--- src/rtl/uart_pkg.sv ---
// Shared types and constants for the arbitrated UART transmitter.
package uart_pkg;

    typedef enum logic [1:0] {
        ST_IDLE  = 2'd0,
        ST_START = 2'd1,
        ST_DATA  = 2'd2,
        ST_STOP  = 2'd3
    } tx_state_t;

    localparam int BAUD_DIV_DEFAULT = 414;
    localparam int DATA_BITS        = 8;
    localparam int FRAME_BITS       = 10;

endpackage

--- src/rtl/uart_baud_tick.sv ---
// Bit-period counter: counts 0..BAUD_DIV-1 and flags the last cycle of each period.
module uart_baud_tick
    import uart_pkg::*;
#(
    parameter int BAUD_DIV = BAUD_DIV_DEFAULT
) (
    input  logic CLKIN,
    input  logic RESETN,
    input  logic clr,
    output logic tick
);

    localparam logic [8:0] LAST = 9'(BAUD_DIV - 1);

    logic [8:0] cnt;

    assign tick = (cnt == LAST);

    always_ff @(posedge CLKIN or negedge RESETN) begin
        if (!RESETN) begin
            cnt <= '0;
        end else if (clr || tick) begin
            cnt <= '0;
        end else begin
            cnt <= cnt + 9'd1;
        end
    end

endmodule

--- src/rtl/uart_tx_arb.sv ---
// Two-requester round-robin arbiter feeding a single 8N1 UART transmitter.
//
//   state    | meaning
//   ---------+--------------------------------------------------------
//   ST_IDLE  | line high, arbiter offers ready, handshake loads byte
//   ST_START | start bit (low) for one bit period
//   ST_DATA  | captured byte shifted out LSB first, 8 bit periods
//   ST_STOP  | stop bit (high) for one bit period, then back to idle
module uart_tx_arb
    import uart_pkg::*;
#(
    parameter int BAUD_DIV = BAUD_DIV_DEFAULT
) (
    input  logic       CLKIN,
    input  logic       RESETN,
    input  logic       req0_valid,
    input  logic [7:0] req0_data,
    output logic       req0_ready,
    input  logic       req1_valid,
    input  logic [7:0] req1_data,
    output logic       req1_ready,
    output logic       TX,
    output logic       busy,
    output logic       grant
);

    tx_state_t  state, state_nxt;
    logic [7:0] byte_q;
    logic [2:0] bit_idx;
    logic       grant_q;
    logic       last_q;
    logic       sel;
    logic       hs;
    logic       tick;

    // Contention goes to whoever was not served last; otherwise the lone requester wins.
    assign sel   = (req0_valid && req1_valid) ? ~last_q : req1_valid;
    assign hs    = (state == ST_IDLE) && (req0_valid || req1_valid);
    assign grant = grant_q;

    uart_baud_tick #(.BAUD_DIV(BAUD_DIV)) u_baud (
        .CLKIN  (CLKIN),
        .RESETN (RESETN),
        .clr    (state == ST_IDLE),
        .tick   (tick)
    );

    always_ff @(posedge CLKIN or negedge RESETN) begin
        if (!RESETN) begin
            state <= ST_IDLE;
        end else begin
            state <= state_nxt;
        end
    end

    always_comb begin
        state_nxt = state;
        case (state)
            ST_IDLE:  if (hs)   state_nxt = ST_START;
            ST_START: if (tick) state_nxt = ST_DATA;
            ST_DATA:  if (tick && (bit_idx == 3'(DATA_BITS - 1))) state_nxt = ST_STOP;
            ST_STOP:  if (tick) state_nxt = ST_IDLE;
            default:  state_nxt = ST_IDLE;
        endcase
    end

    // last_q resets to 1 so requester 0 wins the first contended request.
    always_ff @(posedge CLKIN or negedge RESETN) begin
        if (!RESETN) begin
            byte_q  <= '0;
            grant_q <= 1'b0;
            last_q  <= 1'b1;
            bit_idx <= '0;
        end else begin
            if (hs) begin
                byte_q  <= sel ? req1_data : req0_data;
                grant_q <= sel;
                last_q  <= sel;
            end
            if ((state == ST_DATA) && tick) begin
                bit_idx <= bit_idx + 3'd1;
            end
        end
    end

    always_comb begin
        TX         = 1'b1;
        busy       = 1'b0;
        req0_ready = 1'b0;
        req1_ready = 1'b0;
        case (state)
            ST_IDLE: begin
                req0_ready = RESETN && req0_valid && !sel;
                req1_ready = RESETN && req1_valid && sel;
            end
            ST_START: begin
                TX   = 1'b0;
                busy = 1'b1;
            end
            ST_DATA: begin
                TX   = byte_q[bit_idx];
                busy = 1'b1;
            end
            ST_STOP: begin
                busy = 1'b1;
            end
            default: begin
                TX = 1'b1;
            end
        endcase
    end

endmodule

--- config.mk ---
export PLATFORM = sky130hd
export DESIGN_NAME = uart_tx_arb
export DESIGN_NICKNAME = d
export VERILOG_FILES = /design/src/rtl/uart_pkg.sv /design/src/rtl/uart_baud_tick.sv /design/src/rtl/uart_tx_arb.sv
export SDC_FILE = /design/constraint.sdc
export NUM_CORES = 1
export LEC_CHECK = 0
export ABC_AREA = 1
export CAP_MARGIN = 20
export CORE_MARGIN = 2
export CORE_UTILIZATION = 33
export DETAILED_ROUTE_END_ITERATION = 7
export PLACE_DENSITY = 0.59
export SYNTH_ARGS = -nofsm -noshare
export SYNTH_HDL_FRONTEND = slang
export SYNTH_HIERARCHICAL = 1
export SYNTH_SLANG_ARGS = --single-unit
--- constraint.sdc ---
create_clock -name CLKIN -period 1.6 [get_ports CLKIN]
set_input_delay 0.24 -clock CLKIN [delete_from_list [all_inputs] [get_ports CLKIN]]
set_output_delay 0.24 -clock CLKIN [all_outputs]
set_load 0.05 [all_outputs]
# Word-level counts from Yosys, hierarchy flattened
# Index checks and enable logic that the tools add are counted.
# totals
register_bits	24
inputBits	20
out_inout_bits	5
wordCells	47
# classes
add_sub_neg	2
magnitude_cmp	1
n_eq_ne	9
n_mux	14
bitwise	1
n_reduce_logical	14
# ops
operator	n
$add 9x1->9 const B	1
$eq 9x9->1 const B	1
$mux 9	1
$logic_and 1x1->1	8
$mux 2	4
$mux 8	1
$ne 2x2->1 const B	4
$pmux 2 s4	1
$mux 1	5
$eq 2x2->1 const B	2
$lt 3x4->1 const B	1
$reduce_and 4->1	1
$add 3x1->3 const B	1
$bmux 1 s3	1
$eq 3x3->1 const B	1
$reduce_or 3->1	1
$eq 2x1->1 const B	1
$logic_not 2->1	1
$logic_or 1x1->1	2
$pmux 1 s2	1
$logic_not 1->1	1
$not 1->1	1

# Longest topological paths before layout
# Gate-level depths: netlist of the first run.
# depth
word_depth	5
depth_mapped	10
mapped_depth_nobuf	10

# Cells and area by module
# Netlist of the first run, hierarchy kept.
# modules_own_cells
mod	instances	cells_each	area_each_um2	seq_area_each_um2
uart_tx_arb	1	109	874.6	376.6
uart_baud_tick	1	71	515.5	225.2

# Worst setup path after synthesis of the first run
# No wires, ideal clock.
# synth_path
path_kind	register to output
startpoint	register state[0]
endpoint	output req0_ready
arrival_time_ns	2.436
required_ns	1.360
slack_ns	-1.076
stages_incl_launch_ff	5
n_path_buf	0
path_cell_list	dfrtp_1 -> inv_1 -> ha_1 -> inv_2 -> nor4_1
# synth_between
elab_chain_len	2
# synth_rtl
item	line	source
start, declared	uart_tx_arb.sv:27	tx_state_t state, state_nxt;
start signal, assigned	uart_tx_arb.sv:52	state <= state_nxt;
$logic_not 2->1	uart_tx_arb.sv:91	case (state)
$mux 1	uart_tx_arb.sv:91	
end, declared	uart_tx_arb.sv:18	output logic req0_ready,
# No other way between the ends.

# Final worst setup path of the first run
# layout_path
startpoint	register last_q
endpoint	output req0_ready
# layout_between
elab_chain_len	5
# layout_rtl
item	line	source
start, declared	uart_tx_arb.sv:31	logic last_q;
start signal, assigned	uart_tx_arb.sv:78	last_q <= sel;
$not 1->1	uart_tx_arb.sv:37	assign sel = (req0_valid && req1_valid) ? ~last_q : req1_valid;
$mux 1	uart_tx_arb.sv:37	
$logic_not 1->1	uart_tx_arb.sv:93	req0_ready = RESETN && req0_valid && !sel;
$logic_and 1x1->1	uart_tx_arb.sv:93	
$mux 1	uart_tx_arb.sv:91	
# No other way between the ends.

==> results.py, run 1 <==
metrics = {
    "global_route": {
        "grt_use_total": 0.141,
        "global_route_met1_utilization": 0.170,
        "grt_start_max_net_pins": 25,
        "top_usage_layer": "met2",
        "grt_pass1_vias": 1196,
        "use_met2": 0.251,
        "grt.met3_usage": 0.0357,
        "global_route.overflow_total": 0,
        "number_of_antenna_violations_at_the_first_check_in_global_routing": 0,
        "first_pass_grt_wire_length_mm": 5.03,
    },
    "logic_synthesis": {
        "mappedNetlistNets": 208,
        "yosys_most_used_dff": "sky130_fd_sc_hd__dfrtp_1",
        "synth_seq_cells": 24,
        "synth_top_cell_area_share": 0.414,
        "ys.warnings.count": 6,
        "synthDominantAreaCellType": "sky130_fd_sc_hd__dfrtp_1",
        "synthesis.area_per_instance_um2": 7.72,
        "synth.top_cells.by_count": "sky130_fd_sc_hd__nand2_1 (35), sky130_fd_sc_hd__inv_1 (30), sky130_fd_sc_hd__nor2_1 (26)",
        "ys_async_rst_share": 1.00,
        "leading_cell_types_by_total_area_after_synthesis": "sky130_fd_sc_hd__dfrtp_1 (41%), sky130_fd_sc_hd__nand2_1 (9.5%), sky130_fd_sc_hd__inv_1 (8.1%)",
        "yosysMostFrequentCell": "sky130_fd_sc_hd__nand2_1",
        "synth-seq-area-share": 0.433,
        "netlist_instances": 180,
        "synth.cell_area_mm2": 0.00139,
        "synth_edf_count": 0,
        "ys_types": 26,
    },
    "critical_path": {
        "arrival_ps": 1420,
        "worstSetupPathDepth": 3,
        "worst-path-buf-inv": 1,
        "reg2regPathDepth": 6,
        "worstSetupPathType": "flop to output pin",
        "ff2ff_setup_slack_ps": 120,
        "crit_path_cell_trace": "a21oi_4 > nor4_4 > buf_12",
        "worst_setup_sp_type": "flop",
        "timing.critical_path.to_type": "output pin",
        "cp_slowest_cell": "sky130_fd_sc_hd__dfstp_2",
        "critical_path_required_ps": 1360,
        "cp_top_family": "flip-flops",
        "worstPathMaxFanout": 4,
        "critical_path.max_stage_delay_ps": 560,
    },
    "detailed_routing": {
        "first_pass_iters": 4,
        "detail_route.wl_per_cell_um": 10.9,
        "antenna_violating_nets_post_route": 0,
        "drcViolationCount": 0,
        "num_vias": 1219,
        "detail_route.wirelength_mm": 2.95,
        "via_per_inst": 4.51,
        "initialDrtViolationCount": 23,
    },
    "sta": {
        "rsz0062_at_grt": "yes",
        "clock-skew-final_ps": 3.46,
        "final_setup_violation_count": 1,
        "fin_ws_ps": -59.6,
        "maxSlewViolCount": 0,
        "period_share": 1.04,
        "hold_viol_final": 0,
        "total_neg_setup_slack_ps": -59.6,
        "max-slew-margin-rel": 0.793,
        "fmax_ghz": 0.603,
        "worst_slew_pin_slew_ps": 311,
        "post-route-min-period_ps": 1660,
    },
    "min_path": {
        "hold_path_class": "primary input to async pin",
    },
    "placed_design": {
        "gp_congestion": 0.783,
        "hpwl_mm": 2.20,
        "numPortBuffers": 24,
        "place_ws_ps": -30.7,
    },
    "die": {
        "row_count": 23,
        "start_util": 0.345,
        "die-area_mm2": 0.00475,
        "core_area_mm2": 0.00403,
        "boundaryPins": 25,
        "fp.dieH_um": 68.9,
        "dieWidth_um": 68.9,
    },
    "final_layout": {
        "num-nets-final": 249,
        "insertedDiodeCount": 0,
        "proportion_of_layout_cells_with_a_drive_suffix_above_1": 0.245,
        "flow.area_growth_from_synthesis_pct": 42.6,
        "num-fill-cells": 402,
    },
    "clock_tree": {
        "clk_transition_reported_paths_ps": 80,
        "tritoncts_num_sinks": 24,
        "ctsRootBufferMaster": "sky130_fd_sc_hd__clkbuf_8",
        "tritoncts": "yes",
        "cts-buffers-inserted": 3,
        "clock_tree.buffer_depth": 2,
        "worstSkewPairLatency_ps": 260,
        "htree_num_levels": 1,
    },
    "power": {
        "leakage_nw": 0.922,
        "report.power.total_mw": 2.97,
        "worst_ir_drop_vdd_mv": 0.851,
        "power.density_mw_per_mm2": 1500,
    },
    "status": {
        "violations_in_the_final_reports": "setup timing",
        "run_status": "complete, but fails checks",
    },
    "flow_run": {
        "max_cap_violations": 0,
    },
}
[worst register-to-register path, cell delays in order (launching register included)]
cell                      delay (ps)
sky130_fd_sc_hd__dfrtp_2         460
sky130_fd_sc_hd__buf_4           150
sky130_fd_sc_hd__ha_1            190
sky130_fd_sc_hd__ha_1            180
sky130_fd_sc_hd__or2_0           230
sky130_fd_sc_hd__nand3_2          90
sky130_fd_sc_hd__o21ai_0          70
[worst paths after layout]
path	start	end
min in group CLKIN	last_q	last_q
hold reg to reg	last_q	last_q
setup reg to reg	bit_idx[0]	state[1]
max in group asynchronous	RESETN	last_q
hold / removal	RESETN	u_baud/cnt[6]
setup / recovery	last_q	req0_ready
[routing by layer]
metal  part of all wire  wire [µm]
met3              0.041        121
met4             0.0075         22
met1               0.46       1370
met2               0.49       1440
met5                  0          0
[cell usage in the layout (no fill, tap or decap), types with 2 or more instances in the layout]
cell type and instances:
sky130_fd_sc_hd__o22ai_1 8, sky130_fd_sc_hd__buf_12 5, sky130_fd_sc_hd__a21oi_1 2, sky130_fd_sc_hd__dfrtp_1 22, sky130_fd_sc_hd__nand2_2 8, sky130_fd_sc_hd__clkdlybuf4s50_1 17, sky130_fd_sc_hd__o21ai_0 10, sky130_fd_sc_hd__inv_2 6
sky130_fd_sc_hd__nor2_2 2, sky130_fd_sc_hd__ha_1 6, sky130_fd_sc_hd__xor2_1 2, sky130_fd_sc_hd__dlygate4sd2_1 2, sky130_fd_sc_hd__o21ai_1 3, sky130_fd_sc_hd__clkbuf_8 4, sky130_fd_sc_hd__inv_1 26, sky130_fd_sc_hd__ha_4 2
sky130_fd_sc_hd__nor2_1 25, sky130_fd_sc_hd__buf_4 14, sky130_fd_sc_hd__nand3_1 11, sky130_fd_sc_hd__nand2_1 29, sky130_fd_sc_hd__a21oi_4 2, sky130_fd_sc_hd__nand3_2 3
[power breakdown]
part           internal [mW]  switching, mW  total (mW)
combinational          0.752          0.897        1.65
clock                  0.219          0.188       0.407
sequential             0.805          0.109       0.914
total                   1.78           1.19        2.97
[what timing repair did]
item,4_1_cts,5_1_grt
buffers inserted,4,3
resized for setup,12,11
pin swaps,3,7
hold endpoints to repair,0,0
setup endpoints to repair,3,5
hold buffers,0,0
[sequential cells by signal, summed over array words and instances (netlist names)]
name and flops:
u_baud/cnt 9, bit_idx 3, grant 1, last_q 1, byte_q 8, state 2
[layout make-up]
class,instances,area [µm²],share of cell area
clock buffers,4,55.1,0.0278
well taps,50,62.6,0.0316
repair buffers,38,393,0.198
multi-input cells,120,733,0.370
inverters,34,135,0.0682
flip-flops and latches,24,603,0.304
[stage by stage]
stage	utilization	area [µm²]	instances	hold slack (ps)
6_report	0.492	1980	270	448
5_1_grt	0.492	1980	270	468
4_1_cts	0.478	1930	267	463
3_5_place_dp	0.449	1810	259	474
3_3_place_gp	0.449	1810	259	465
2_1_floorplan	-	1430	180	-55.6
[kinds of logic after synthesis]
| kind of cell | share of synthesized area |
|---|---|
| DFF | 0.433 |
| adders and majority gates | 0.0720 |
| buffers and inverters | 0.105 |
| xor gates and xnor gates | 0.0189 |
| and+or+nand+nor | 0.257 |
| AOI/OAI and AO/OA | 0.113 |
No activity file was read; power rests on OpenSTA's default activity.
==> inputs of run 2 (changes only) <==
- MAX_ROUTING_LAYER: default -> met4
==> run 2 against run 1 <==
Against the previous run: the run still ends with setup timing left; design area unchanged; clock-buffer cell count unchanged; setup slack about the same; fmax about the same; largest power group unchanged; highest routed layer unchanged; via count unchanged; non-clock buffer count unchanged; register-to-register slack about the same; sequential cell count unchanged; critical path type unchanged; cell count unchanged.
==> results.py, run 2 (same netlist as run 1, synthesis figures left out) <==
metrics = {
    "final_layout": {
        "reg_top3": "u_baud/cnt: 9 flops, byte_q: 8 flops, bit_idx: 3 flops",
        "num-fill-cells": 402,
        "insertedDiodeCount": 0,
        "top_register_by_number_of_flip_flops": "u_baud/cnt",
        "largest_register_ff_count": 9,
        "num-nets-final": 249,
        "final_cell_area_mm2": 0.00198,
        "layout.area.seq_um2": 603,
        "mostFrequentLayoutCell": "sky130_fd_sc_hd__nand2_1",
        "most-common-layout-cells": "sky130_fd_sc_hd__nand2_1 (29), sky130_fd_sc_hd__inv_1 (26), sky130_fd_sc_hd__nor2_1 (25)",
        "proportion_of_layout_cells_with_a_drive_suffix_above_1": 0.245,
        "multi_input_comb_area_um2": 733,
        "flow.area_growth_from_synthesis_pct": 42.6,
    },
    "clock_tree": {
        "tritoncts_num_sinks": 24,
        "cts_hold_buf": 0,
        "cts-buffers-inserted": 3,
        "worstSkewPairLatency_ps": 260,
        "clk_transition_reported_paths_ps": 80,
        "htree_num_levels": 1,
        "clock_tree.buffer_depth": 2,
        "tritoncts": "yes",
        "ctsRootBufferMaster": "sky130_fd_sc_hd__clkbuf_8",
    },
    "detailed_routing": {
        "initialDrtViolationCount": 33,
        "num_vias": 1219,
        "drcViolationCount": 0,
        "detail_route.wl_per_cell_um": 10.9,
        "first_pass_iters": 4,
        "via_per_inst": 4.51,
        "detail_route.wirelength_mm": 2.95,
        "antenna_violating_nets_post_route": 0,
    },
    "global_route": {
        "grt_use_total": 0.145,
        "grt_start_max_net_pins": 25,
        "number_of_antenna_violations_at_the_first_check_in_global_routing": 0,
        "first_pass_grt_wire_length_mm": 5.03,
        "global_route.overflow_total": 0,
        "grt_pass1_vias": 1193,
    },
    "sta": {
        "period_share": 1.04,
        "fin_ws_ps": -59.5,
        "worst_slew_pin_slew_ps": 311,
        "maxSlewViolCount": 0,
        "clock-skew-final_ps": 3.51,
        "post-route-min-period_ps": 1660,
        "rsz0062_at_grt": "yes",
        "final_setup_violation_count": 1,
        "hold_viol_final": 0,
        "fmax_ghz": 0.603,
        "max-slew-margin-rel": 0.793,
        "final.hold.worst_slack_ps": 448,
    },
    "die": {
        "boundaryPins": 25,
        "dieWidth_um": 68.9,
        "start_util": 0.345,
        "die-area_mm2": 0.00475,
        "fp.dieH_um": 68.9,
        "core_area_mm2": 0.00403,
        "row_count": 23,
    },
    "power": {
        "switchingPower_mw": 1.19,
        "leakage_nw": 0.922,
        "worst_ir_drop_vdd_mv": 0.851,
        "power.share.switching": 0.402,
        "seq_power_share": 0.308,
        "pwr-share-clk": 0.137,
        "power.internal_mw": 1.78,
        "power.combinational.fraction": 0.555,
        "power.density_mw_per_mm2": 1500,
    },
    "placed_design": {
        "numPortBuffers": 24,
        "detailed_place.area_mm2": 0.00181,
        "hpwl_mm": 2.20,
        "gp_congestion": 0.794,
    },
    "critical_path": {
        "timing.critical_path.to_type": "output pin",
        "worst_setup_sp_type": "flop",
        "critical_path_required_ps": 1360,
        "reg2regPathDepth": 6,
        "worstSetupPathType": "flop to output pin",
        "worstPathMaxFanout": 4,
        "arrival_ps": 1420,
        "worst_r2r_start": "bit_idx[0]",
        "ff2ff_setup_slack_ps": 120,
        "worstReg2RegEnd": "state[1]",
    },
    "status": {
        "run_status": "complete, but fails checks",
        "violations_in_the_final_reports": "setup timing",
    },
    "flow_run": {
        "max_cap_violations": 0,
    },
    "min_path": {
        "hold_path_class": "primary input to async pin",
    },
}
==> run 2: worst max-delay path, stage by stage, from the launching register on <==
cell,delay (ps)
sky130_fd_sc_hd__dfstp_2,560
sky130_fd_sc_hd__a21oi_4,80
sky130_fd_sc_hd__nor4_4,340
sky130_fd_sc_hd__buf_12,180
==> run 2: cell type report <==
class,instances,share of cell area
Timing Repair Buffer,38,0.198
Sequential cell,24,0.304
Multi-Input combinational cell,120,0.370
Clock buffer,4,0.0278
Inverter,34,0.0682
Tap cell,50,0.0316
==> run 2: per-layer routing <==
layer / up-vias / wire [µm] / GRT usage
li1: 645 / - / -
met1: 547 / 1360 / 0.170
met2: 25 / 1440 / 0.251
met3: 2 / 123 / 0.0357
met4: 0 / 21 / 0.0294
met5: - / 0 / -
==> run 2: timing repair <==
action	CTS	global route
buffers inserted	4	3
pin swaps	3	7
resized for setup	12	11
endpoints found under the hold margin	0	0
cloned	0	0
setup endpoints to repair	3	5
==> run 2: worst max path at each step <==
stage | slack, ps | cells after the start | from | end
after CTS | -80 | 3 | last_q | req0_ready
after global routing | -120 | 3 | last_q | req0_ready
after global placement | -30 | 4 | RESETN | req0_ready
final | -60 | 3 | last_q | req0_ready
after detailed placement | -30 | 6 | req1_valid | req1_ready
after floorplan | -5 | 3 | last_q | req0_ready
==> run 2: power groups by stage <==
| stage | clock (mW) | sequential, mW | combinational [mW] |
|---|---|---|---|
| floorplan | 0 | 0.945 | 0.894 |
| global placement | 0 | 0.921 | 1.41 |
| detailed placement | 0 | 0.922 | 1.44 |
| CTS | 0.423 | 0.916 | 1.57 |
| global route | 0.457 | 0.932 | 1.83 |
| finish | 0.407 | 0.914 | 1.65 |
==> run 2: per-stage QoR <==
step / cells / util / setup slack (ps) / power, mW / TNS [ps]
finish: 270 / 0.492 / -59.5 / 2.97 / -59.5
global route: 270 / 0.492 / -121 / 3.22 / -236
detailed placement: 259 / 0.449 / -30.7 / 2.36 / -47.3
floorplan: 180 / - / -4.52 / 1.84 / -4.52
global placement: 259 / 0.449 / -34.7 / 2.33 / -61.6
CTS: 267 / 0.478 / -84.1 / 2.91 / -97.7
==> inputs of run 3 (changes only) <==
- CORE_UTILIZATION: 33 -> 51
- PLACE_DENSITY: 0.59 -> 0.83
- SKIP_CTS_REPAIR_TIMING: default -> 1
==> run 3 against run 2 <==
Against the previous run: the flow still finishes with violations (setup timing); fmax down 5.4%; cell count decreased by 8.1%; routed wire length increased by 9.7%; worst hold slack lost 89 ps; highest routed layer unchanged.
==> results.py, run 3 (same netlist as run 1, synthesis figures left out) <==
metrics = {
    "status": {
        "run_status": "complete, but fails checks",
        "violations_in_the_final_reports": "setup timing",
    },
    "critical_path": {
        "worstSetupPathType": "flop to output pin",
        "timing.critical_path.to_type": "output pin",
        "arrival_ps": 1510,
        "worst_setup_sp_type": "flop",
        "worstPathMaxFanout": 4,
        "critical_path_required_ps": 1360,
    },
    "die": {
        "dieWidth_um": 56.2,
        "die-area_mm2": 0.00316,
        "fp.dieH_um": 56.2,
        "row_count": 18,
        "core_area_mm2": 0.00252,
        "start_util": 0.551,
        "boundaryPins": 25,
    },
    "flow_run": {
        "max_cap_violations": 0,
    },
    "global_route": {
        "number_of_antenna_violations_at_the_first_check_in_global_routing": 0,
        "first_pass_grt_wire_length_mm": 5.36,
        "grt_use_total": 0.217,
        "global_route.overflow_total": 0,
        "grt_start_max_net_pins": 25,
        "grt_pass1_vias": 1272,
    },
    "final_layout": {
        "most-common-layout-cells": "sky130_fd_sc_hd__nand2_1 (35), sky130_fd_sc_hd__inv_1 (26), sky130_fd_sc_hd__nor2_1 (25)",
        "final_cell_area_mm2": 0.00188,
        "insertedDiodeCount": 0,
        "num-nets-final": 247,
        "flow.area_growth_from_synthesis_pct": 35.0,
        "layout.core_utilization": 0.744,
        "reg_top3": "u_baud/cnt: 9 flops, byte_q: 8 flops, bit_idx: 3 flops",
        "top_register_by_number_of_flip_flops": "u_baud/cnt",
        "proportion_of_layout_cells_with_a_drive_suffix_above_1": 0.202,
        "largest_register_ff_count": 9,
        "mostFrequentLayoutCell": "sky130_fd_sc_hd__nand2_1",
    },
    "detailed_routing": {
        "num_vias": 1283,
        "initialDrtViolationCount": 64,
        "first_pass_iters": 4,
        "antenna_violating_nets_post_route": 0,
        "detail_route.wl_per_cell_um": 13.1,
        "via_per_inst": 5.17,
        "drcViolationCount": 0,
        "detail_route.wirelength_mm": 3.24,
    },
    "placed_design": {
        "numPortBuffers": 24,
        "hpwl_mm": 2.50,
        "detailed_place.area_mm2": 0.00176,
        "place_ws_ps": -78.4,
        "gp_congestion": 0.883,
    },
    "power": {
        "power.internal_mw": 1.61,
        "power.density_mw_per_mm2": 1490,
        "power.combinational.fraction": 0.552,
        "switchingPower_mw": 1.19,
        "pwr-share-clk": 0.117,
        "leakage_nw": 0.911,
        "power.share.switching": 0.425,
        "worst_ir_drop_vdd_mv": 1.56,
        "seq_power_share": 0.330,
    },
    "clock_tree": {
        "clock_tree.buffer_depth": 2,
        "cts-buffers-inserted": 3,
        "htree_num_levels": 1,
        "tritoncts": "yes",
        "worstSkewPairLatency_ps": 320,
        "clk_transition_reported_paths_ps": 130,
        "tritoncts_num_sinks": 24,
        "ctsRootBufferMaster": "sky130_fd_sc_hd__clkbuf_4",
    },
    "sta": {
        "hold_viol_final": 0,
        "clock-skew-final_ps": 3.50,
        "worst_slew_pin_slew_ps": 376,
        "max-slew-margin-rel": 0.749,
        "post-route-min-period_ps": 1750,
        "period_share": 1.10,
        "total_neg_setup_slack_ps": -311,
        "fin_ws_ps": -155,
        "final.hold.worst_slack_ps": 360,
        "fmax_ghz": 0.570,
        "maxSlewViolCount": 0,
        "final_setup_violation_count": 3,
        "rsz0062_at_grt": "yes",
    },
    "min_path": {
        "hold_path_class": "primary input to async pin",
    },
}
==> run 3: cell count changes in the layout (fill, tap and decap cells not counted), sizes merged <==
cell | previous run | this run
dlymetal6s2s | 0 | 2
dlygate4sd2 | 2 | 0
buf | 19 | 17
==> run 3: layer usage <==
metal / routed length (µm) / part of all wire / vias up / global-route usage
met3: 123 / 0.038 / 7 / 0.0326
met1: 1300 / 0.40 / 598 / 0.239
met5: 0 / 0 / - / -
li1: - / - / 639 / -
met4: 46 / 0.014 / 0 / 0.0612
met2: 1770 / 0.55 / 39 / 0.402
==> run 3: worst max-delay path: stages, from the launching register on <==
cell                      delay (ps)
sky130_fd_sc_hd__dfstp_2         580
sky130_fd_sc_hd__a21oi_4          80
sky130_fd_sc_hd__nor4_4          350
sky130_fd_sc_hd__buf_12          180
==> run 3: final cells by class <==
type,instances,area (µm²)
repair buffers,36,373
multi-input cells,120,696
fillers,186,646
flip-flops and latches,24,604
inverters,34,130
clock buffers,4,36.3
well taps,30,37.5
==> run 3: power by group through the flow <==
stage | Combinational [mW] | Sequential, mW | Clock, mW
2_1_floorplan | 0.894 | 0.945 | 0
6_report | 1.54 | 0.922 | 0.328
4_1_cts | 1.42 | 0.917 | 0.330
3_3_place_gp | 1.35 | 0.916 | 0
3_5_place_dp | 1.41 | 0.929 | 0
5_1_grt | 1.68 | 0.947 | 0.359
==> run 3: path summary, 6_finish.rpt <==
| path | start | end | slack [ps] | cells past startpoint |
|---|---|---|---|---|
| setup reg to reg | state[0] | byte_q[7] | 110 | 6 |
| setup / recovery | last_q | req0_ready | -150 | 3 |
| max in group asynchronous | RESETN | last_q | 950 | 2 |
| min in group CLKIN | req1_valid | last_q | 420 | 6 |
| hold / removal | RESETN | u_baud/cnt[2] | 360 | 2 |
| hold reg to reg | u_baud/cnt[0] | u_baud/cnt[0] | 500 | 1 |
==> run 3: through the flow <==
stage | cells | power, mW
2_1_floorplan | 180 | 1.84
3_3_place_gp | 238 | 2.26
6_report | 248 | 2.79
4_1_cts | 242 | 2.67
5_1_grt | 248 | 2.98
3_5_place_dp | 238 | 2.34
